===== config.mk =====
export PLATFORM = sky130hd
export DESIGN_NAME = tdm_demux16
export DESIGN_NICKNAME = d
export VERILOG_FILES = /design/src/rtl/tdm_demux16_pkg.sv /design/src/rtl/tdm_demux16_slot_ctr.sv /design/src/rtl/tdm_demux16.sv
export SDC_FILE = /design/constraint.sdc
export NUM_CORES = 1
export LEC_CHECK = 0
export CORE_ASPECT_RATIO = 1.1
export CORE_UTILIZATION = 49
export DETAILED_ROUTE_END_ITERATION = 16
export GPL_TIMING_DRIVEN = 0
export PLACE_DENSITY = 0.83
export SLEW_MARGIN = 10
export SYNTH_ARGS = -nofsm -noshare
export SYNTH_HDL_FRONTEND = slang
export SYNTH_HIERARCHICAL = 1
export SYNTH_SLANG_ARGS = --single-unit
export TNS_END_PERCENT = 100

===== constraint.sdc =====
create_clock -name clk -period 3.1 [get_ports clk]
set_clock_uncertainty 0.1 [all_clocks]
set_input_delay 0.775 -clock clk [delete_from_list [all_inputs] [get_ports clk]]
set_output_delay 0.775 -clock clk [all_outputs]
set_load 0.01 [all_outputs]

===== src/rtl/tdm_demux16_pkg.sv =====
// Shared definitions for the 16:1 TDM demultiplexer path.
// Optional macro: TDM_DEMUX_PARITY_EN adds one even-parity slot per frame.
package tdm_pkg;

   localparam int N_CH_DEF = 16;

`ifdef TDM_DEMUX_PARITY_EN
   localparam int SEL_W_DEF   = 5;
   localparam int N_SLOTS_DEF = N_CH_DEF + 1;
`else
   localparam int SEL_W_DEF   = 4;
   localparam int N_SLOTS_DEF = N_CH_DEF;
`endif

   // Index of the final slot of a frame (data or parity slot).
   localparam int LAST_SLOT_DEF = N_SLOTS_DEF - 1;

   typedef enum logic {
      ST_HUNT = 1'b0,
      ST_RECV = 1'b1
   } state_t;

   // Per-beat decision shared by the FSM and the slot counter.
   typedef enum logic [2:0] {
      ACT_NONE  = 3'd0,
      ACT_START = 3'd1,
      ACT_LOSE  = 3'd2,
      ACT_STORE = 3'd3,
      ACT_LAST  = 3'd4
   } act_t;

endpackage


===== src/rtl/tdm_demux16_slot_ctr.sv =====
// Slot counter shared by the TDM transmitter scanner and receiver demux.
// Controls in priority order: clear to 0, load to 1, increment (wrapping
// after the last slot); otherwise hold.
module tdm_slot_ctr #(
   parameter int SEL_W = 4,
   parameter int LAST  = 15
) (
   input  logic             clk,
   input  logic             rst_n,
   input  logic             i_clear,
   input  logic             i_load1,
   input  logic             i_inc,
   output logic [SEL_W-1:0] o_sel,
   output logic             o_is_last
);

   localparam logic [SEL_W-1:0] SEL_ZERO = {SEL_W{1'b0}};
   localparam logic [SEL_W-1:0] SEL_ONE  = {{(SEL_W-1){1'b0}}, 1'b1};
   localparam logic [SEL_W-1:0] SEL_LAST = SEL_W'(LAST);

   logic [SEL_W-1:0] r_sel;

   // Slot index register with clear/load/increment/hold controls.
   always_ff @(posedge clk or negedge rst_n) begin
      if (!rst_n) begin
         r_sel <= SEL_ZERO;
      end else if (i_clear) begin
         r_sel <= SEL_ZERO;
      end else if (i_load1) begin
         r_sel <= SEL_ONE;
      end else if (i_inc) begin
         if (r_sel == SEL_LAST) begin
            r_sel <= SEL_ZERO;
         end else begin
            r_sel <= r_sel + SEL_ONE;
         end
      end else begin
         r_sel <= r_sel;
      end
   end

   assign o_sel     = r_sel;
   assign o_is_last = (r_sel == SEL_LAST);

endmodule


===== src/rtl/tdm_demux16.sv =====
// Receive-side 16:1 TDM demultiplexer: serial beats are steered into a
// shadow frame by slot index and committed atomically to dout.
// Optional macro: TDM_DEMUX_PARITY_EN (extra even-parity slot N_CH).
module tdm_demux16
   import tdm_pkg::*;
#(
   parameter int N_CH  = N_CH_DEF,
   parameter int SEL_W = SEL_W_DEF
) (
   input  logic             clk,
   input  logic             rst_n,
   input  logic             din,
   input  logic             din_valid,
   input  logic             sync,
   output logic [SEL_W-1:0] sel,
   output logic [N_CH-1:0]  dout,
   output logic             frame_valid,
   output logic             locked,
   output logic             sync_err,
   output logic             parity_err
);

`ifdef TDM_DEMUX_PARITY_EN
   // Every data slot is buffered; the parity beat completes the frame.
   localparam int LAST_SLOT = N_CH;
   localparam int SHADOW_W  = N_CH;
`else
   // The last data bit goes straight from din into dout on commit.
   localparam int LAST_SLOT = N_CH - 1;
   localparam int SHADOW_W  = N_CH - 1;
`endif
   localparam int IDX_W = $clog2(SHADOW_W);

   localparam logic [SEL_W-1:0] SEL_ZERO = {SEL_W{1'b0}};

   state_t              r_state;
   logic [SHADOW_W-1:0] r_shadow;
   logic [N_CH-1:0]     r_dout;
   logic                r_frame_valid;
   logic                r_locked;
   logic                r_sync_err;

   act_t                w_act;
   logic                w_early;
   logic [SEL_W-1:0]    w_sel;
   logic                w_is_last;
   logic [IDX_W-1:0]    w_idx;

`ifdef TDM_DEMUX_PARITY_EN
   logic                r_parity_err;

   // Even parity: data bits XOR parity bit must be zero.
   function automatic logic parity_ok(input logic [SHADOW_W-1:0] data,
                                      input logic              par);
      return ((^data) ^ par) == 1'b0;
   endfunction
`endif

   assign w_idx = w_sel[IDX_W-1:0];

   // Classify the current beat from state, slot position and sync.
   always_comb begin
      w_act   = ACT_NONE;
      w_early = 1'b0;
      if (!din_valid) begin
         w_act = ACT_NONE;
      end else if (r_state == ST_HUNT) begin
         if (sync) begin
            w_act = ACT_START;
         end else begin
            w_act = ACT_NONE;
         end
      end else if (sync) begin
         w_act   = ACT_START;
         w_early = (w_sel != SEL_ZERO);
      end else if (w_sel == SEL_ZERO) begin
         w_act = ACT_LOSE;
      end else if (w_is_last) begin
         w_act = ACT_LAST;
      end else begin
         w_act = ACT_STORE;
      end
   end

   tdm_slot_ctr #(
      .SEL_W (SEL_W),
      .LAST  (LAST_SLOT)
   ) u_slot_ctr (
      .clk       (clk),
      .rst_n     (rst_n),
      .i_clear   ((w_act == ACT_LOSE) || (w_act == ACT_LAST)),
      .i_load1   (w_act == ACT_START),
      .i_inc     (w_act == ACT_STORE),
      .o_sel     (w_sel),
      .o_is_last (w_is_last)
   );

   // Alignment FSM, shadow capture, frame commit and status pulses.
   always_ff @(posedge clk or negedge rst_n) begin
      if (!rst_n) begin
         r_state       <= ST_HUNT;
         r_shadow      <= {SHADOW_W{1'b0}};
         r_dout        <= {N_CH{1'b0}};
         r_frame_valid <= 1'b0;
         r_locked      <= 1'b0;
         r_sync_err    <= 1'b0;
`ifdef TDM_DEMUX_PARITY_EN
         r_parity_err  <= 1'b0;
`endif
      end else begin
         r_frame_valid <= 1'b0;
         r_sync_err    <= 1'b0;
`ifdef TDM_DEMUX_PARITY_EN
         r_parity_err  <= 1'b0;
`endif
         case (w_act)
            ACT_START: begin
               // Also covers early sync: any partial frame is dropped.
               r_shadow   <= {{(SHADOW_W-1){1'b0}}, din};
               r_state    <= ST_RECV;
               r_locked   <= 1'b1;
               r_sync_err <= w_early;
            end
            ACT_LOSE: begin
               r_shadow   <= {SHADOW_W{1'b0}};
               r_state    <= ST_HUNT;
               r_locked   <= 1'b0;
               r_sync_err <= 1'b1;
            end
            ACT_STORE: begin
               r_shadow[w_idx] <= din;
            end
            ACT_LAST: begin
`ifdef TDM_DEMUX_PARITY_EN
               if (parity_ok(r_shadow, din)) begin
                  r_dout        <= r_shadow;
                  r_frame_valid <= 1'b1;
               end else begin
                  r_parity_err  <= 1'b1;
               end
`else
               r_dout        <= {din, r_shadow};
               r_frame_valid <= 1'b1;
`endif
            end
            default: begin
               r_state <= r_state;
            end
         endcase
      end
   end

   assign sel         = w_sel;
   assign dout        = r_dout;
   assign frame_valid = r_frame_valid;
   assign locked      = r_locked;
   assign sync_err    = r_sync_err;
`ifdef TDM_DEMUX_PARITY_EN
   assign parity_err  = r_parity_err;
`else
   assign parity_err  = 1'b0;
`endif

endmodule


# Word level (Yosys, flattened, before mapping)
# Cells that the tools add are included.
# Widths: inputs -> output; s select.
[word_totals]
regBits = 38
latchBits = 0
mem_bits_rw = 0
mem_bits_ro = 0
input_bits = 5
output_inout_bits = 24
wordCells = 41
n_memories = 0
[op_classes]
add_sub_neg = 1
multipliers = 0
n_div = 0
order_cmp = 2
n_eq_ne = 5
shift = 0
mux = 20
bitwise = 0
n_reduce_logical = 7
[op_table]
columns = ["cell", "n"]
rows = [
  ["$pmux 15 s3", 1],
  ["$mux 4", 4],
  ["$bwmux 15", 1],
  ["$mux 3", 5],
  ["$eq 3x2->1 const B", 2],
  ["$mux 1", 6],
  ["$reduce_bool 3->1", 2],
  ["$lt 4x5->1 const B", 1],
  ["$add 4x1->4 const B", 1],
  ["$demux 1 s4", 1],
  ["$eq 4x4->1 const B", 1],
  ["$ge 4x1->1 const B", 1],
  ["$logic_not 4->1", 1],
  ["$pmux 1 s2", 2],
  ["$reduce_bool 4->1", 1],
  ["$eq 3x1->1 const B", 1],
  ["$eq 3x3->1 const B", 1],
  ["$reduce_bool 2->1", 1],
  ["$logic_and 1x1->1", 1],
  ["$logic_or 1x1->1", 1],
]

# Depth between registers and ports, before layout
[depth]
ltp_word = 10
depth_mapped = 7
mapped_depth_nobuf = 7

# Cells and area by module
# The synthesis kept the hierarchy.
[modules_own_cells]
columns = ["module", "instances", "cells_each", "area_each_um2", "seq_area_each_um2"]
rows = [
  ["tdm_demux16", 1, 136, 1591.5, 850.8],
  ["tdm_slot_ctr", 1, 21, 210.2, 100.1],
]

# Least setup slack after synthesis
# Ideal clock, no wire load.
[synth_path]
kind = "input -> register"
start = "input sync"
end = "register u_slot_ctr.r_sel[3], in the netlist u_slot_ctr/o_sel[3]"
setup_time_ns = 0.087
arrival_ns = 2.097
t_required_ns = 2.913
path_slack_ns = 0.816
stages = 6
path_buffers = 1
cell_sequence = "buf_2 -> nand4bb_1 -> nor2_1 -> nand2_1 -> or3_1 -> a211oi_2"
[synth_between]
elab_chain_len = 6
elab_cells_between_ends = 12
classes_between = "4 x eq/ne; 6 x mux; 2 x reduce/logical"
[synth_lines]
columns = ["item", "line", "source"]
rows = [
  ["start, declared", "tdm_demux16.sv:14", "input logic sync,"],
  ["$mux 1 / $mux 3 (equally long branches)", "tdm_demux16.sv:68, tdm_demux16.sv:73", ""],
  ["$mux 3 *", "tdm_demux16.sv:67", "end else if (r_state == ST_HUNT) begin"],
  ["$mux 3 *", "tdm_demux16.sv:65", "if (!din_valid) begin"],
  ["$eq 3x1->1, or another cell as far along", "tdm_demux16.sv:92", ".i_load1 (w_act == ACT_START),"],
  ["$mux 4 / $logic_or 1x1->1 (equally long branches)", "tdm_demux16_slot_ctr.sv:29, tdm_demux16.sv:91", ""],
  ["$mux 4 / $reduce_bool 3->1 (equally long branches)", "--", ""],
  ["end signal, assigned", "tdm_demux16_slot_ctr.sv:35", "r_sel <= r_sel + SEL_ONE;"],
  ["end signal, assigned", "tdm_demux16_slot_ctr.sv:38", "r_sel <= r_sel;"],
  ["end, declared", "tdm_demux16_slot_ctr.sv:21", "logic [SEL_W-1:0] r_sel;"],
]
# Every way passes the cells marked *; elsewhere a longest branch is shown, timed or not.
# A chain may end at the register's enable or synchronous reset.

# Final worst setup path
[layout_path]
start = "input din_valid"
end = "register r_dout[15], in the netlist dout[15]"
[layout_between]
elab_chain_len = 2
[layout_lines]
columns = ["item", "line", "source"]
rows = [
  ["start, declared", "tdm_demux16.sv:13", "input logic din_valid,"],
  ["$mux 3", "tdm_demux16.sv:65", ""],
  ["$eq 3x3->1", "tdm_demux16.sv:116", "case (w_act)"],
  ["end signal, assigned", "tdm_demux16.sv:103", "r_dout <= {N_CH{1'b0}};"],
  ["end signal, assigned", "tdm_demux16.sv:142", "r_dout <= {din, r_shadow};"],
  ["end, declared", "tdm_demux16.sv:38", "logic [N_CH-1:0] r_dout;"],
]
# Every way passes these cells.

==> results.py <==
metrics = {
    "status": {
        "status": "finished, final reports clean",
    },
    "synth": {
        "synth_top_area_share_pct": 52.8,
        "ys_top_cells_by_area": "dfrtp_1, mux2_4, o21ai_0, mux2_2, o21ai_1",
        "synth-edff-count": 0,
        "syn-cell-area_sq_mm": 0.00180,
        "synth_seq_area_share_pct": 52.8,
        "synth_top_area_cell": "dfrtp_1",
        "yosysWarnings": 6,
        "ys.flop_type": "dfrtp_1",
        "async_flop_share_pct": 100,
        "yosysMostFrequentCell": "dfrtp_1",
        "synthesis.instances": 157,
        "ys_ff_latch": 38,
        "syn_nets": 163,
        "syn_area_per_cell_sq_um": 11.5,
        "synth.distinct_cells": 35,
        "synthTopCellsByCount": "dfrtp_1, o21ai_0, nand2_1",
    },
    "worst_hold_path": {
        "hold_path_class": "in2async",
    },
    "timing": {
        "setup_ws_ns": 0.541,
        "rsz0062_at_grt": "no",
        "slew_viol_final": 0,
        "period_share_pct": 82.5,
        "fmax_mhz": 391,
        "period_needed_ns": 2.56,
        "finalSetupTns_ns": 0,
        "setup_viol": 0,
        "hold_violations": 0,
        "worst_slew_pin_slew_ns": 0.809,
        "maxSlewHeadroom_pct": 46.1,
    },
    "die": {
        "die_x_um": 59.8,
        "core.rowCount": 22,
        "initial_utilization_pct": 52.8,
        "die_h_um": 65.6,
        "core_sq_mm": 0.00341,
        "ioPinCount": 29,
        "die_area_sq_mm": 0.00392,
    },
    "detailed_routing": {
        "drt_iter0_drc": 48,
        "drc": 0,
        "wirelength_mm": 3.49,
        "ant_nets": 0,
        "dr.pass1.iters": 4,
        "num_vias": 1355,
        "via_per_inst": 5.69,
        "wl_per_cell_um": 14.7,
    },
    "critical_path": {
        "cp_max_fo": 10,
        "timing.rr.start": "u_slot_ctr/o_sel[0]",
        "cp_cell_sequence": "clkdlybuf4s50_1, nand2_1, nor4b_4, buf_6, mux2_4",
        "worstPathArrival_ns": 2.69,
        "critPathCaptureType": "flip-flop",
        "critPathLaunch": "din_valid",
        "required_ns": 3.23,
        "cp-start-kind": "input pin",
        "critical_path_class": "in2reg",
        "ff2ff_setup_slack_ns": 0.54,
        "worstReg2RegEnd": "u_slot_ctr/o_sel[3]",
        "critical-path-top-delay-family": "buffers and inverters",
        "slowest_stage": "nor4b_4",
        "worst-path-buf-inv": 2,
        "reg2reg_depth": 7,
        "slowest_delay_ns": 0.58,
    },
    "power": {
        "vdd_drop_max_mv": 0.386,
        "cellPowerDensity_mw_per_mm2": 558,
        "p_leak_nw": 0.918,
    },
    "grt": {
        "track_usage_pct": 21.4,
        "grt_overflow": 0,
        "grt_pass1_wl_mm": 6.16,
        "grt_start_max_net_pins": 39,
        "first_global_vias": 1373,
        "grt_antenna_before_repair": 0,
    },
    "finish": {
        "nets": 196,
        "diodes": 0,
        "multiInputGateArea_sq_um": 786,
        "stdcell_area_sq_mm": 0.00216,
        "nFillCells": 318,
        "layout-drive-gt1-share_pct": 17.9,
        "area_growth_pct": 20.0,
        "seqCellArea_sq_um": 951,
    },
    "clock_tree": {
        "cts_setup_buffers": 0,
        "htree_levels": 2,
        "holdBufCountCts": 0,
        "clk-insertion-delay-late_ns": 0.34,
        "root_buffer": "clkbuf_4",
        "cts_tree": "done",
        "numClockSinks": 38,
        "cts_buffers": 5,
        "cts_resized": 0,
        "clkTransAtPathRegs_ns": 0.10,
        "clock_path_buffers": 2,
    },
    "placement": {
        "dp_slack_ns": 0.184,
        "io_buffers": 26,
        "placed_cell_area_sq_mm": 0.00212,
        "place_congestion": 0.921,
        "dp_hpwl_mm": 2.56,
    },
    "flow_run": {
        "cap_violations": 0,
    },
}
## how the worst max path moves through the flow
stage,depth (start not counted),endpoint
2_1_floorplan,6,u_slot_ctr/o_sel[3]
3_3_place_gp,5,dout[15]
3_5_place_dp,5,dout[15]
4_1_cts,5,dout[15]
5_1_grt,7,u_slot_ctr/o_sel[3]
6_report,5,dout[15]
## power breakdown
part	switching, W	total (W)	internal (W)
clock	0.000142	0.000228	0.0000854
combinational	0.000250	0.000402	0.000152
sequential	0.0000469	0.000576	0.000529
total	0.000440	0.00121	0.000766
## logic make-up after synthesis
kind of cell	Yosys count	share of synthesized area (%)
compound gates	50	17.1
flops	38	52.8
simple gates	37	12.2
mux	17	12.4
buf+inv	11	3.61
xor+xnor	2	0.972
fa+ha+maj	1	0.694
other cells	1	0.208
## layout by cell type, fill, tap and decap left out, types with 5 or more instances in the layout
cell type        count
a211oi_1             6
a21oi_1              5
a311oi_1             6
buf_2                5
clkbuf_4             5
clkdlybuf4s50_1     25
dfrtp_1             38
mux2_2               7
mux2_4               9
nand2_1             13
nor2_1               5
o21ai_0             19
o21ai_1             11
## worst register-to-register path, stage by stage, from the launching register on
cell and delay [ns]:
dfrtp_1 0.46, ha_1 0.26, and3_1 0.21, nand4bb_1 0.36, nor2_1 0.38, nand2_1 0.14, or3_1 0.35, a211oi_2 0.22
## cell type report
class	count	share of cell area, %
sequential	38	44.0
clock buffer	7	2.08
timing repair buffer	26	11.8
inverter	3	0.521
tap	48	2.78
buffer	8	2.49
multi-input combinational	108	36.3
## registers in the layout, summed over array words and instances, names as in the netlist
name              count
frame_valid           1
u_slot_ctr/o_sel      4
sync_err              1
locked                1
dout                 16
r_shadow             15
## layer usage
metal	vias to the layer above	track usage (%)	routed length, um
met5	-	0	0
met4	0	7.85	61
met3	6	5.91	172
met2	36	35.3	1710
met1	671	26.5	1540
li1	642	-	-
## stage by stage
step	total power (W)	util [%]	hold slack, ns	cells
global route	0.00129	63.3	0.426	238
detailed placement	0.000984	62.0	0.390	231
global placement	0.000975	62.2	0.382	231
finish	0.00121	63.3	0.409	238
CTS	0.00122	63.3	0.413	238
floorplan	0.000845	-	0.353	157
Note: power is estimated with default switching activity, not from simulation.
